`config.mk`:
```
export PLATFORM = sky130hd
export DESIGN_NAME = link_ddr_upstream_gen_flat
export DESIGN_NICKNAME = d
export VERILOG_FILES = /design/src/rtl/link_up_pkg.sv /design/src/rtl/link_ddr_upstream_gen_if.sv /design/src/rtl/link_up_credit_ctr.sv /design/src/rtl/link_ddr_upstream_gen.sv /design/src/flat_wrapper.sv
export SDC_FILE = /design/constraint.sdc
export NUM_CORES = 1
export LEC_CHECK = 0
export ABC_AREA = 1
export CAP_MARGIN = 20
export CORE_ASPECT_RATIO = 0.5
export CORE_MARGIN = 3
export CORE_UTILIZATION = 38
export CTS_BUF_LIST = sky130_fd_sc_hd__clkbuf_16
export CTS_CLUSTER_SIZE = 28
export DETAILED_ROUTE_END_ITERATION = 8
export GPL_TIMING_DRIVEN = 0
export PLACE_DENSITY = 0.62
export SYNTH_ARGS = -nofsm -noshare
export SYNTH_HDL_FRONTEND = slang
export SYNTH_SLANG_ARGS = --single-unit
```
`constraint.sdc`:
```
create_clock -name clk -period 3.25 [get_ports clk]
set_input_delay 0.325 -clock clk [delete_from_list [all_inputs] [get_ports clk]]
set_output_delay 0.325 -clock clk [all_outputs]
set_load 0.01 [all_outputs]
```
`src/rtl/link_up_pkg.sv`:
```
// Shared types and helpers for the upstream link transmitter.
package link_up_pkg;

  typedef enum logic [1:0] {IDLE, SEND, STALL} state_t;

  function automatic int calc_cw(input int credits);
    return $clog2(credits + 1);
  endfunction

  // Even parity: the returned bit makes the total count of ones even.
  function automatic logic even_parity(input logic [63:0] d);
    return ^d;
  endfunction

endpackage

```
`src/rtl/link_ddr_upstream_gen_if.sv`:
```
// Core-side and I/O-side signal bundle for link_ddr_upstream_gen.
// LINK_UP_PARITY_EN widens each io lane by one parity bit.
interface link_ddr_upstream_gen_if #(
  parameter int NUM_CH   = 2,
  parameter int CH_WIDTH = 8,
  parameter int PHASES   = 2,
  parameter int CREDITS  = 32
);
  import link_up_pkg::*;

  localparam int CW = calc_cw(CREDITS);
`ifdef LINK_UP_PARITY_EN
  localparam int LW = CH_WIDTH + 1;
`else
  localparam int LW = CH_WIDTH;
`endif

  logic [NUM_CH*CH_WIDTH*PHASES-1:0] core_data_i;
  logic                              core_valid_i;
  logic                              core_ready_o;
  logic [NUM_CH*LW-1:0]              io_data_o;
  logic [NUM_CH-1:0]                 io_valid_o;
  logic [NUM_CH-1:0]                 token_i;
  logic [NUM_CH*CW-1:0]              credit_o;
  logic                              err_o;

  modport master (
    input  core_data_i, core_valid_i, token_i,
    output core_ready_o, io_data_o, io_valid_o, credit_o, err_o
  );

  modport slave (
    output core_data_i, core_valid_i, token_i,
    input  core_ready_o, io_data_o, io_valid_o, credit_o, err_o
  );

endinterface

```
`src/rtl/link_up_credit_ctr.sv`:
```
// Per-channel beat credit counter: token refill, beat decrement, saturation.
module link_up_credit_ctr
  import link_up_pkg::*;
#(
  parameter int  CREDITS     = 32,
  parameter int  TOKEN_BEATS = 8,
  localparam int CW          = calc_cw(CREDITS)
) (
  input  logic          clk,
  input  logic          rst_n,
  input  logic          clear,
  input  logic          dec,
  input  logic          token,
  output logic [CW-1:0] count,
  output logic          nonzero,
  output logic          overflow
);

  localparam logic [CW:0] MAX = (CW+1)'(CREDITS);
  localparam logic [CW:0] TOK = (CW+1)'(TOKEN_BEATS);

  // One extra bit holds count+token before saturation.
  logic [CW:0] sum;

  assign sum      = {1'b0, count} + (token ? TOK : '0) - {{CW{1'b0}}, dec};
  assign overflow = sum > MAX;
  assign nonzero  = |count;

  always_ff @(posedge clk or negedge rst_n) begin
    if (!rst_n)
      count <= CW'(CREDITS);
    else if (clear || overflow)
      count <= CW'(CREDITS);
    else
      count <= sum[CW-1:0];
  end

endmodule

```
`src/rtl/link_ddr_upstream_gen.sv`:
```
// Upstream link transmitter: splits core words into PHASES beats over NUM_CH
// credit-gated channels. LINK_UP_PARITY_EN adds an even-parity MSB per lane.
module link_ddr_upstream_gen
  import link_up_pkg::*;
#(
  parameter int NUM_CH      = 2,
  parameter int CH_WIDTH    = 8,
  parameter int PHASES      = 2,
  parameter int CREDITS     = 32,
  parameter int TOKEN_BEATS = 8
) (
  input  logic                     clk,
  input  logic                     rst_n,
  link_ddr_upstream_gen_if.master  bus
);

  localparam int CW = calc_cw(CREDITS);
`ifdef LINK_UP_PARITY_EN
  localparam int LW = CH_WIDTH + 1;
`else
  localparam int LW = CH_WIDTH;
`endif
  localparam int WW = NUM_CH * CH_WIDTH * PHASES;
  localparam int PW = (PHASES > 1) ? $clog2(PHASES) : 1;
  localparam logic [PW-1:0] LAST = PW'(PHASES - 1);

  state_t               state;
  logic [PW-1:0]        phase;
  logic [WW-1:0]        hold;
  logic [NUM_CH*LW-1:0] io_data;
  logic [NUM_CH*LW-1:0] beat;
  logic                 io_valid;
  logic                 err;
  logic [NUM_CH-1:0]    nz;
  logic [NUM_CH-1:0]    ovf;
  logic                 all_nz;
  logic                 issue;
  logic                 last;
  logic                 ready;
  logic                 accept;

  assign all_nz = &nz;
  assign issue  = (state != IDLE) && all_nz;
  assign last   = (phase == LAST);
  assign ready  = (state == IDLE) || (state == SEND && last && all_nz);
  assign accept = bus.core_valid_i && ready;

  for (genvar c = 0; c < NUM_CH; c++) begin : g_ch
    logic [CH_WIDTH-1:0] d;
    assign d = hold[(int'(phase)*NUM_CH + c)*CH_WIDTH +: CH_WIDTH];
`ifdef LINK_UP_PARITY_EN
    assign beat[c*LW +: LW] = {even_parity(64'(d)), d};
`else
    assign beat[c*LW +: LW] = d;
`endif

    link_up_credit_ctr #(
      .CREDITS     (CREDITS),
      .TOKEN_BEATS (TOKEN_BEATS)
    ) u_ctr (
      .clk      (clk),
      .rst_n    (rst_n),
      .clear    (1'b0),
      .dec      (issue),
      .token    (bus.token_i[c]),
      .count    (bus.credit_o[c*CW +: CW]),
      .nonzero  (nz[c]),
      .overflow (ovf[c])
    );
  end

  always_ff @(posedge clk or negedge rst_n) begin
    if (!rst_n) begin
      state    <= IDLE;
      phase    <= '0;
      hold     <= '0;
      io_data  <= '0;
      io_valid <= 1'b0;
      err      <= 1'b0;
    end else begin
      err <= err | (|ovf);
      case (state)
        IDLE: begin
          io_valid <= 1'b0;
          if (bus.core_valid_i) begin
            hold  <= bus.core_data_i;
            phase <= '0;
            state <= SEND;
          end
        end
        SEND, STALL: begin
          if (all_nz) begin
            io_valid <= 1'b1;
            io_data  <= beat;
            if (!last) begin
              phase <= phase + 1'b1;
              state <= SEND;
            end else if (accept) begin
              hold  <= bus.core_data_i;
              phase <= '0;
              state <= SEND;
            end else begin
              state <= IDLE;
            end
          end else begin
            io_valid <= 1'b0;
            state    <= STALL;
          end
        end
        default: state <= IDLE;
      endcase
    end
  end

  assign bus.core_ready_o = ready;
  assign bus.io_data_o    = io_data;
  assign bus.io_valid_o   = {NUM_CH{io_valid}};
  assign bus.err_o        = err;

endmodule

```
`src/flat_wrapper.sv`:
```
// flat-port wrapper written by rule: the top's interface ports become plain ports
module link_ddr_upstream_gen_flat import link_up_pkg::*;
#(
  parameter int NUM_CH      = 2,
  parameter int CH_WIDTH    = 8,
  parameter int PHASES      = 2,
  parameter int CREDITS     = 32,
  parameter int TOKEN_BEATS = 8
)
  (clk, rst_n, bus_core_data_i, bus_core_valid_i, bus_token_i, bus_core_ready_o, bus_io_data_o, bus_io_valid_o, bus_credit_o, bus_err_o);
  link_ddr_upstream_gen_if #(.NUM_CH(NUM_CH), .CH_WIDTH(CH_WIDTH), .PHASES(PHASES), .CREDITS(CREDITS)) bus_i ();
  input  logic clk;
  input  logic rst_n;
  input wire logic [$bits(bus_i.core_data_i)-1:0] bus_core_data_i;
  input wire logic [$bits(bus_i.core_valid_i)-1:0] bus_core_valid_i;
  input wire logic [$bits(bus_i.token_i)-1:0] bus_token_i;
  output wire logic [$bits(bus_i.core_ready_o)-1:0] bus_core_ready_o;
  output wire logic [$bits(bus_i.io_data_o)-1:0] bus_io_data_o;
  output wire logic [$bits(bus_i.io_valid_o)-1:0] bus_io_valid_o;
  output wire logic [$bits(bus_i.credit_o)-1:0] bus_credit_o;
  output wire logic [$bits(bus_i.err_o)-1:0] bus_err_o;
  assign bus_i.core_data_i = bus_core_data_i;
  assign bus_i.core_valid_i = bus_core_valid_i;
  assign bus_i.token_i = bus_token_i;
  assign bus_core_ready_o = bus_i.core_ready_o;
  assign bus_io_data_o = bus_i.io_data_o;
  assign bus_io_valid_o = bus_i.io_valid_o;
  assign bus_credit_o = bus_i.credit_o;
  assign bus_err_o = bus_i.err_o;
  link_ddr_upstream_gen #(.NUM_CH(NUM_CH), .CH_WIDTH(CH_WIDTH), .PHASES(PHASES), .CREDITS(CREDITS), .TOKEN_BEATS(TOKEN_BEATS)) u_core (.clk(clk), .rst_n(rst_n), .bus(bus_i));
endmodule
```
==> summary.txt, run 1 <==
status - completed
# hold bufs at CTS - 0
die area - 10100 sq um
Min-Delay Path Class - in -> async
Syn Inst Count - 412
Fillers - 802
vias in the first global route - 2720
synthesized cell area - 3370 sq um
GRT Overall Usage - 0.160
largest family of logic cells by synthesized area - simple AND/OR/NAND/NOR gates
yosys warns - 0
Max-cap violations - 0
crit start category - flip-flop
ANT nets after route - 0
Synth Area in Simple Gates - 0.263
design area - 4490 sq um
H-Tree Depth - 3
FFs w/ async S/R, synth - 1.00
setup TNS - 0 ns
CP Data Required Time - 3.47 ns
xor/xnor cell area share of the yosys netlist - 0.0104
commonest cells after routing, fill and taps aside - nand2_1 (125), clkdlybuf4s50_1 (67), dfrtp_1 (63), inv_1 (53), nand3_1 (47)
largest net degree at the start of global routing - 66
DR vias/cell - 4.62
chip width - 139 um
post-synth net total - 470
DIE HEIGHT - 72.6 um
Post-Synth Adder-Cell Area - 0.0823
Pwr Total - 0.00557 W
area grow syn2layout - 33.2%
worst-path cell chain - inv_1 > ha_1 > nand3_1 > nand2_1 > nor2_1 > ha_1 > inv_1 > ha_1 > inv_1 > fa_1 > nand3_1 > nor2_1 > nand3_1 > nand2_1 > nand3_2 > inv_1 > nand2_1 > inv_1
worst-margin pin slew - 0.837 ns
RSZ-0062 raised after global routing - no
register area share after synthesis - 0.483
leakage dissipation - 2.27 nW
first-pass GRT wire length - 12.7 mm
crit end category - flip-flop
num ports - 69
synthesized flop and latch total - 65
Pins Over Slew Limit - 0
worst setup path start - u_core.g_ch[0].u_ctr.count[5]
Fmax - 0.351 GHz
setup violators final - 0
Slew HR - 0.442
row cnt - 23
VDD IR max - 0.000514 V
unique cell type count in the Yosys netlist - 26
Worst path max stage delay - 0.54 ns
gpl congestion - 0.839
initial antenna violation count - 0
fin crit share - 0.877
Synth Area in Compound Gates - 0.0653
Vias - 2805
clock buffer depth - 2
initial cell density of the core - 0.406
DRC - 0
clk_lat worst skew - 0.33 ns
Setup Fix Bufs, Post-CTS - 0
port buffer count - 68
reg2reg start - u_core.g_ch[0].u_ctr.count[5]
CP max stage cell - dfstp_2
Mean Syn Cell Area - 8.19 sq um
post-synthesis mux area share - 0
wire per inst - 12.5 um
ys flop type - dfrtp_1
Starting DRT DRC Count - 114
Clock transition at path regs - 0.05 ns
Post-CTS Resized - 0
final hold vios - 0
worst path arrival time - 3.07 ns
Root Buffer - clkbuf_16
post-layout minimum cycle time - 2.85 ns
Congestion Overflow GR - 0
TritonCTS Buffers - 9
DP HPWL - 5.59 mm
Max Fanout on Critical Path - 5
DRT Wirelength - 7.56 mm
Placed Area - 4190 sq um
clock skew - 0.00473 ns
Sinks on Clock Net - 65
DRT Pass-1 Iters - 4
CTS tree - built
most common cell after layout, fill and taps aside - nand2_1
crit-path most repeated cell - inv_1
Post-synth EDFFs - 0
kind of critical path - reg -> reg
# diodes - 0
layout cell share with drive strength beyond 1 - 0.0727
Core ar. - 8320 sq um
nets - 549
Cell Pwr Density - 1240 nW/um^2
-- routing by layer --
metal / track usage / up-vias / part of all wire
met2: 0.261 / 51 / 0.45
li1: - / 1468 / -
met1: 0.208 / 1276 / 0.49
met5: 0 / - / 0
met3: 0.0393 / 10 / 0.040
met4: 0.0683 / 0 / 0.015
-- sequential cells by signal, indices dropped and copies added (netlist names) --
signal / cells
u_core.last: 1
u_core.bus.io_data_o: 16
u_core.state: 2
u_core.bus.err_o: 1
u_core.io_valid: 1
u_core.hold: 32
u_core.g_ch.u_ctr.count: 12
-- power breakdown --
part           leakage (nW)  internal (W)  switching, W
Clock                 0.149      0.000656      0.000337
Combinational          1.31       0.00129       0.00185
Sequential            0.805       0.00123      0.000207
Total                  2.27       0.00318       0.00239
-- cells in the mapped netlist, types with 2 or more instances --
master / n / area, sq um
nand3_2: 2 / 20.0
ha_1: 19 / 238
nand2_1: 125 / 469
inv_2: 2 / 7.51
nand3_1: 47 / 235
o21ai_0: 35 / 175
buf_4: 6 / 45.0
nand3b_1: 2 / 15.0
inv_1: 52 / 195
dfstp_2: 2 / 52.6
buf_2: 4 / 20.0
nand2_4: 2 / 22.5
nor2_1: 20 / 75.1
dfrtp_1: 63 / 1580
buf_6: 3 / 33.8
xnor2_1: 2 / 17.5
a21oi_1: 6 / 30.0
nand4_1: 5 / 31.3
xor2_1: 2 / 17.5
fa_1: 2 / 40.0
or2_2: 2 / 12.5
clkbuf_1: 5 / 18.8
-- cell families (layout without fill, tap and decap cells) --
kind of cell / after synthesis / count (layout)
flip-flops: 65 / 65
AND/OR/NAND/NOR: 206 / 206
XOR/XNOR: 4 / 4
buffers and inverters: 73 / 156
adder cells (fa/ha/maj): 21 / 21
AO/OA/AOI/OAI: 43 / 43
-- layout make-up --
type | count | area [sq um] | area share
plain buffers | 18 | 118 | 0.0262
repair buffers | 68 | 678 | 0.151
flip-flops and latches | 65 | 1630 | 0.363
clock buffers | 9 | 225 | 0.0501
multi-input cells | 274 | 1420 | 0.316
inverters | 55 | 206 | 0.0460
clock inverters | 6 | 75.1 | 0.0167
well taps | 112 | 140 | 0.0312
-- worst max-delay path: cells and delay by family, from the launching register on --
kind / cells / cell delay, ns
flip-flops: 1 / 0.54
AND/OR/NAND/NOR: 9 / 0.92
adder cells (fa/ha/maj): 4 / 0.98
buffers and inverters: 5 / 0.29
-- stage by stage --
stage          setup WS, ns  hold slack, ns  utilization  cells
2_1_floorplan         0.713          0.0294            -    412
3_3_place_gp         -0.380           0.449        0.504    592
3_5_place_dp          0.384           0.455        0.504    592
4_1_cts               0.355           0.130        0.540    607
5_1_grt              0.0872           0.159        0.540    607
6_report              0.399          0.0957        0.540    607
-- path summary, 6_finish.rpt --
path	to	slack, ns	cells past startpoint
max	u_core.g_ch[1].u_ctr.count[4]	0.40	18
min	u_core.hold[29]	0.1	1
max in group asynchronous	u_core.g_ch[0].u_ctr.count[2]	2.60	1
min reg2reg	u_core.hold[0]	0.46	2
min in group clk	u_core.hold[0]	0.46	2
max reg2reg	u_core.g_ch[1].u_ctr.count[4]	0.40	18
Power figures use the tool's default switching activity.
==> inputs of run 2 (changes only) <==
HOLD_SLACK_MARGIN = 0.12   (was not set)
PLACE_DENSITY = 0.65   (was 0.62)
clock period = 2.3 ns   (was 3.25 ns; I/O delays follow)
==> summary.txt, run 2 (same netlist as run 1, synthesis figures left out) <==
status - finished with violations (was completed)
failing checks - negative setup slack
Finished Layout Cells - 626 (was 607)
Switch Pwr - 0.00387 W (was 0.00239 W)
CP Data Required Time - 2.51 ns (was 3.47 ns)
Max Fanout on Critical Path - 5 (unchanged)
Pins Over Slew Limit - 0 (unchanged)
logic gate share of total power - 0.609 (was 0.563)
DIE HEIGHT - 72.6 um (unchanged)
nets - 567 (was 549)
wire per inst - 13.3 um (was 12.5 um)
DRT Pass-1 Iters - 4 (unchanged)
Cell Pwr Density - 1830 nW/um^2 (was 1240 nW/um^2)
commonest cells after routing, fill and taps aside - nand2_1 (118), clkdlybuf4s50_1 (66), dfrtp_1 (61), inv_1 (44), nand3_1 (42) (was nand2_1 (125), clkdlybuf4s50_1 (67), dfrtp_1 (63), inv_1 (53), nand3_1 (47))
TritonCTS Buffers - 9 (unchanged)
vias in the first global route - 3016 (was 2720)
layout cell share with drive strength beyond 1 - 0.193 (was 0.0727)
FF/Latch Area - 1630 sq um (about the same)
worst path arrival time - 2.74 ns (was 3.07 ns)
GRT Overall Usage - 0.173 (was 0.160)
Worst path max stage delay - 0.53 ns (was 0.54 ns)
die area - 10100 sq um (unchanged)
Starting DRT DRC Count - 167 (was 114)
crit start category - flip-flop (unchanged)
VDD IR max - 0.000671 V (was 0.000514 V)
setup violators final - 12 (was 0)
Sinks on Clock Net - 65 (unchanged)
Max-cap violations - 0 (unchanged)
CTS tree - built (unchanged)
post-layout minimum cycle time - 2.53 ns (was 2.85 ns)
Vias - 2939 (was 2805)
worst-margin pin slew - 0.821 ns (was 0.837 ns)
r2r setup slk - -0.23 ns (was 0.40 ns)
DRT Wirelength - 8.30 mm (was 7.56 mm)
Congestion Overflow GR - 0 (unchanged)
utilization after layout - 0.583 (was 0.540)
initial antenna violation count - 0 (unchanged)
final hold vios - 0 (unchanged)
reg2reg start - u_core.g_ch[0].u_ctr.count[5] (unchanged)
first-pass GRT wire length - 14.1 mm (was 12.7 mm)
chip width - 139 um (unchanged)
Root Buffer - clkbuf_16 (unchanged)
sequential power share - 0.231 (was 0.259)
gpl congestion - 0.827 (was 0.839)
DRC - 0 (unchanged)
worst setup path start - u_core.g_ch[0].u_ctr.count[5] (unchanged)
row cnt - 23 (unchanged)
Clock transition at path regs - 0.05 ns (about the same)
Fillers - 770 (was 802)
Post-Place Cells - 592 (unchanged)
kind of critical path - reg -> reg (unchanged)
Final Worst Setup Slack - -0.229 ns (was 0.399 ns)
# diodes - 0 (unchanged)
area of the multi-input gates - 1620 sq um (was 1420 sq um)
CP max stage cell - dfstp_2 (unchanged)
DR vias/cell - 4.69 (was 4.62)
initial cell density of the core - 0.406 (unchanged)
H-Tree Depth - 3 (unchanged)
crit end category - flip-flop (unchanged)
num ports - 69 (unchanged)
ANT nets after route - 0 (unchanged)
Slew HR - 0.453 (was 0.442)
area grow syn2layout - 43.7% (was 33.2%)
clock skew - 0.00985 ns (was 0.00473 ns)
worst-path cell chain - inv_2 > ha_4 > nand3_4 > nand2_4 > nor2_4 > ha_2 > inv_2 > ha_4 > inv_2 > fa_2 > nand3_2 > nor2_1 > nand3_1 > nand2_2 > nand3_4 > inv_2 > nand2_2 > inv_2 (was inv_1 > ha_1 > nand3_1 > nand2_1 > nor2_1 > ha_1 > inv_1 > ha_1 > inv_1 > fa_1 > nand3_1 > nor2_1 > nand3_1 > nand2_1 > nand3_2 > inv_1 > nand2_1 > inv_1)
clock share of power - 0.160 (was 0.178)
internal power - 0.00501 W (was 0.00318 W)
Fmax - 0.395 GHz (was 0.351 GHz)
Sw Ratio - 0.436 (was 0.430)
Reg2Reg Depth - 18 (unchanged)
crit-path most repeated cell - inv_2 (was inv_1)
most common cell after layout, fill and taps aside - nand2_1 (unchanged)
RR Endpoint - u_core.g_ch[1].u_ctr.count[4] (unchanged)
fin crit share - 1.10 (was 0.877)
port buffer count - 68 (unchanged)
Min-Delay Path Class - in -> reg (was in -> async)
Worst Setup EP - u_core.g_ch[1].u_ctr.count[4] (unchanged)
DP HPWL - 5.75 mm (was 5.59 mm)
largest reg by FF count - u_core.hold (unchanged)
clk_lat worst skew - 0.33 ns (about the same)
largest net degree at the start of global routing - 66 (unchanged)
Core ar. - 8320 sq um (unchanged)
RSZ-0062 raised after global routing - yes (was no)
clock buffer depth - 2 (unchanged)
leakage dissipation - 2.37 nW (was 2.27 nW)
number of flip-flops in the largest register - 32 (unchanged)
run 2: cell types whose count changed in the layout (fill, tap and decap cells not counted), sizes merged:
cell / change
buf: +17
dlygate4sd3: +1
clkdlybuf4s50: -1
clkinvlp: +1
inv: +1
dlygate4sd2: +1
clkinv: -1
run 2: layout make-up:
cell class	instances	area share
repair buffers	86	0.168
multi-input cells	274	0.335
clock buffers	9	0.0465
clock inverters	7	0.0181
inverters	55	0.0426
well taps	112	0.0289
flip-flops and latches	65	0.337
plain buffers	18	0.0243
run 2: critical path, delay by kind of cell, from the launching register on:
kind / cells / cell delay, ns
buffers and inverters: 5 / 0.22
AND/OR/NAND/NOR: 9 / 0.71
adder cells (fa/ha/maj): 4 / 0.95
flip-flops: 1 / 0.53
run 2: power by group through the flow:
stage,combinational (W),sequential (W),clock [W]
floorplan,0.00310,0.00209,0
global placement,0.00450,0.00205,0
detailed placement,0.00460,0.00206,0
CTS,0.00514,0.00205,0.00145
global route,0.00613,0.00212,0.00151
finish,0.00541,0.00205,0.00142
run 2: per-layer routing:
| layer | track usage | vias up | routed length (um) |
|---|---|---|---|
| met5 | 0 | - | 0 |
| met4 | 0.0434 | 0 | 56 |
| met3 | 0.0471 | 7 | 280 |
| met2 | 0.281 | 54 | 3940 |
| met1 | 0.234 | 1380 | 4020 |
| li1 | - | 1498 | - |
run 2: repair_timing:
action,4_1_cts,5_1_grt
cloned,0,0
endpoints found under the hold margin,63,0
endpoints found under the setup margin,13,13
pin swaps,16,13
resized for setup,35,14
setup buffers,13,5
hold buffers,1,0
run 2: per-stage QoR:
step	setup slack [ns]	power, W	hold slack [ns]	setup TNS [ns]	instance area (sq um)
after CTS	-0.255	0.00865	0.444	-1.77	4770
final	-0.229	0.00888	0.463	-1.68	4850
after global placement	-1.19	0.00655	0.449	-79.19	4220
after global routing	-0.358	0.00976	0.468	-3.24	4850
after detailed placement	-0.418	0.00666	0.382	-4.29	4220
after floorplan	-0.141	0.00519	-0.0656	-1.11	3400
run 2: worst min-delay path by stage:
stage,from,cells after the start,endpoint
after detailed placement,rst_n,1,u_core.g_ch[0].u_ctr.count[4]
after CTS,bus_core_data_i[18],3,u_core.hold[18]
final,bus_core_data_i[18],3,u_core.hold[18]
after global routing,bus_core_data_i[19],3,u_core.hold[19]
after floorplan,rst_n,0,u_core.bus.err_o
after global placement,u_core.hold[4],2,u_core.hold[4]
==> inputs of run 3 (changes only) <==
CORE_MARGIN = not set   (was 3)
CTS_BUF_LIST = sky130_fd_sc_hd__clkbuf_2   (was sky130_fd_sc_hd__clkbuf_16)
SLEW_MARGIN = 0   (was not set)
==> summary.txt, run 3 (same netlist as run 1, synthesis figures left out) <==
layout cell share with drive strength beyond 1 - 0.215 (was 0.193)
largest net degree at the start of global routing - 66 (unchanged)
Clock transition at path regs - 0.19 ns (was 0.05 ns)
DRT Pass-1 Iters - 4 (unchanged)
area grow syn2layout - 39.5% (was 43.7%)
row cnt - 23 (unchanged)
kind of critical path - reg -> reg (unchanged)
crit end category - flip-flop (unchanged)
nets - 575 (was 567)
Min-Delay Path Class - in -> reg (unchanged)
worst-path cell chain - inv_4 > ha_4 > nand3_4 > nand2_4 > nor2_4 > ha_4 > inv_2 > ha_4 > inv_2 > fa_2 > nand3_2 > nor2_2 > nand3_1 > nand2_2 > nand3_4 > inv_4 > nand2_2 > inv_2 (was inv_2 > ha_4 > nand3_4 > nand2_4 > nor2_4 > ha_2 > inv_2 > ha_4 > inv_2 > fa_2 > nand3_2 > nor2_1 > nand3_1 > nand2_2 > nand3_4 > inv_2 > nand2_2 > inv_2)
Sinks on Clock Net - 65 (unchanged)
Final Worst Setup Slack - -0.207 ns (was -0.229 ns)
gpl congestion - 0.778 (was 0.827)
clock buffer depth - 2 (unchanged)
wire per inst - 13.4 um (was 13.3 um)
first-pass GRT wire length - 13.3 mm (was 14.1 mm)
VDD IR max - 0.000604 V (was 0.000671 V)
RSZ-0062 raised after global routing - yes (unchanged)
Crit path max-delay family - adder cells (unchanged)
CP Data Required Time - 2.76 ns (was 2.51 ns)
die area - 9280 sq um (was 10100 sq um)
Congestion Overflow GR - 0 (unchanged)
Fmax - 0.399 GHz (was 0.395 GHz)
setup violators final - 12 (unchanged)
commonest cells after routing, fill and taps aside - nand2_1 (119), clkdlybuf4s50_1 (66), dfrtp_1 (61), inv_1 (42), nand3_1 (40) (was nand2_1 (118), clkdlybuf4s50_1 (66), dfrtp_1 (61), inv_1 (44), nand3_1 (42))
worst path arrival time - 2.96 ns (was 2.74 ns)
Root Buffer - clkbuf_2 (was clkbuf_16)
clk_lat worst skew - 0.53 ns (was 0.33 ns)
num ports - 69 (unchanged)
number of flip-flops in the largest register - 32 (unchanged)
GRT Overall Usage - 0.191 (was 0.173)
DRT Wirelength - 8.47 mm (was 8.30 mm)
DRC - 0 (unchanged)
initial cell density of the core - 0.407 (was 0.406)
fin crit share - 1.09 (was 1.10)
H-Tree Depth - 3 (unchanged)
DIE HEIGHT - 68.6 um (was 72.6 um)
utilization after layout - 0.568 (was 0.583)
ANT nets after route - 0 (unchanged)
CTS tree - built (unchanged)
status - finished with violations (unchanged)
Max-cap violations - 0 (unchanged)
hold_ws - 0.220 ns (was 0.463 ns)
Vias - 3024 (was 2939)
chip width - 135 um (was 139 um)
largest reg by FF count - u_core.hold (unchanged)
clock skew - 0.0149 ns (was 0.00985 ns)
Cell Pwr Density - 1730 nW/um^2 (was 1830 nW/um^2)
failing checks - negative setup slack (unchanged)
post-layout minimum cycle time - 2.51 ns (was 2.53 ns)
vias in the first global route - 2817 (was 3016)
most common cell after layout, fill and taps aside - nand2_1 (unchanged)
# diodes - 0 (unchanged)
final hold vios - 0 (unchanged)
Slew HR - 0.450 (was 0.453)
DP HPWL - 5.57 mm (was 5.75 mm)
Pins Over Slew Limit - 0 (unchanged)
leakage dissipation - 2.32 nW (was 2.37 nW)
Starting DRT DRC Count - 178 (was 167)
TritonCTS Buffers - 9 (unchanged)
worst-margin pin slew - 0.825 ns (was 0.821 ns)
crit start category - flip-flop (unchanged)
port buffer count - 68 (unchanged)
Max Fanout on Critical Path - 5 (unchanged)
DR vias/cell - 4.77 (was 4.69)
initial antenna violation count - 0 (unchanged)
Core ar. - 8290 sq um (was 8320 sq um)
Worst path max stage delay - 0.60 ns (was 0.53 ns)
CP max stage cell - dfstp_2 (unchanged)
setup TNS - -1.84 ns (was -1.68 ns)
CP Buf/Inv Count - 5 (unchanged)
-- run 3: worst min-delay path, cell delays in order --
cell,delay (ns)
clkdlybuf4s50_1,0.39
nand3_1,0.07
nand2_1,0.05
-- run 3: layer usage --
layer  wire, um  global-route usage
met1       4080               0.252
met2       3880               0.302
met3        404              0.0519
met4        108              0.0730
met5          0                   0
-- run 3: repair_timing --
| item | in CTS | in global routing |
|---|---|---|
| pin swaps | 13 | 13 |
| hold endpoints to repair | 63 | 0 |
| hold buffers | 1 | 0 |
| resized for setup | 32 | 25 |
| setup buffers | 15 | 11 |
| endpoints found under the setup margin | 14 | 14 |
-- run 3: cell type report --
| cell class | instances | area, sq um |
|---|---|---|
| Fill cell | 794 | 3580 |
| Clock inverter | 7 | 47.5 |
| Multi-Input combinational cell | 274 | 1630 |
| Sequential cell | 65 | 1630 |
| Clock buffer | 9 | 45.0 |
| Tap cell | 112 | 140 |
| Timing Repair Buffer | 94 | 877 |
| Inverter | 55 | 211 |
| Buffer | 18 | 118 |
-- run 3: through the flow --
| step | total power (W) | cell area, sq um | cells | setup WS (ns) |
|---|---|---|---|---|
| global placement | 0.00656 | 4220 | 592 | -1.19 |
| global route | 0.00890 | 4700 | 634 | -0.342 |
| finish | 0.00812 | 4700 | 634 | -0.207 |
| CTS | 0.00767 | 4540 | 624 | -0.245 |
| detailed placement | 0.00664 | 4220 | 592 | -0.403 |
| floorplan | 0.00519 | 3400 | 412 | -0.141 |
-- run 3: path summary, 6_finish.rpt --
| kind | from | end | slack [ns] | cells past startpoint |
|---|---|---|---|---|
| max | u_core.g_ch[1].u_ctr.count[5] | u_core.g_ch[1].u_ctr.count[4] | -0.21 | 18 |
| min reg2reg | u_core.hold[6] | u_core.hold[6] | 0.49 | 2 |
| min in group asynchronous | rst_n | u_core.hold[0] | 0.31 | 2 |
| min | bus_core_data_i[14] | u_core.hold[14] | 0.22 | 3 |
| max in group asynchronous | rst_n | u_core.g_ch[0].u_ctr.count[2] | 1.40 | 2 |
| max reg2reg | u_core.g_ch[1].u_ctr.count[5] | u_core.g_ch[1].u_ctr.count[4] | -0.21 | 18 |
-- run 3: power breakdown --
part           leakage [nW]  total (W)  internal (W)  switching (W)
Clock                0.0593   0.000598      0.000140       0.000458
Combinational          1.45    0.00549       0.00236        0.00313
Sequential            0.802    0.00203       0.00173       0.000294
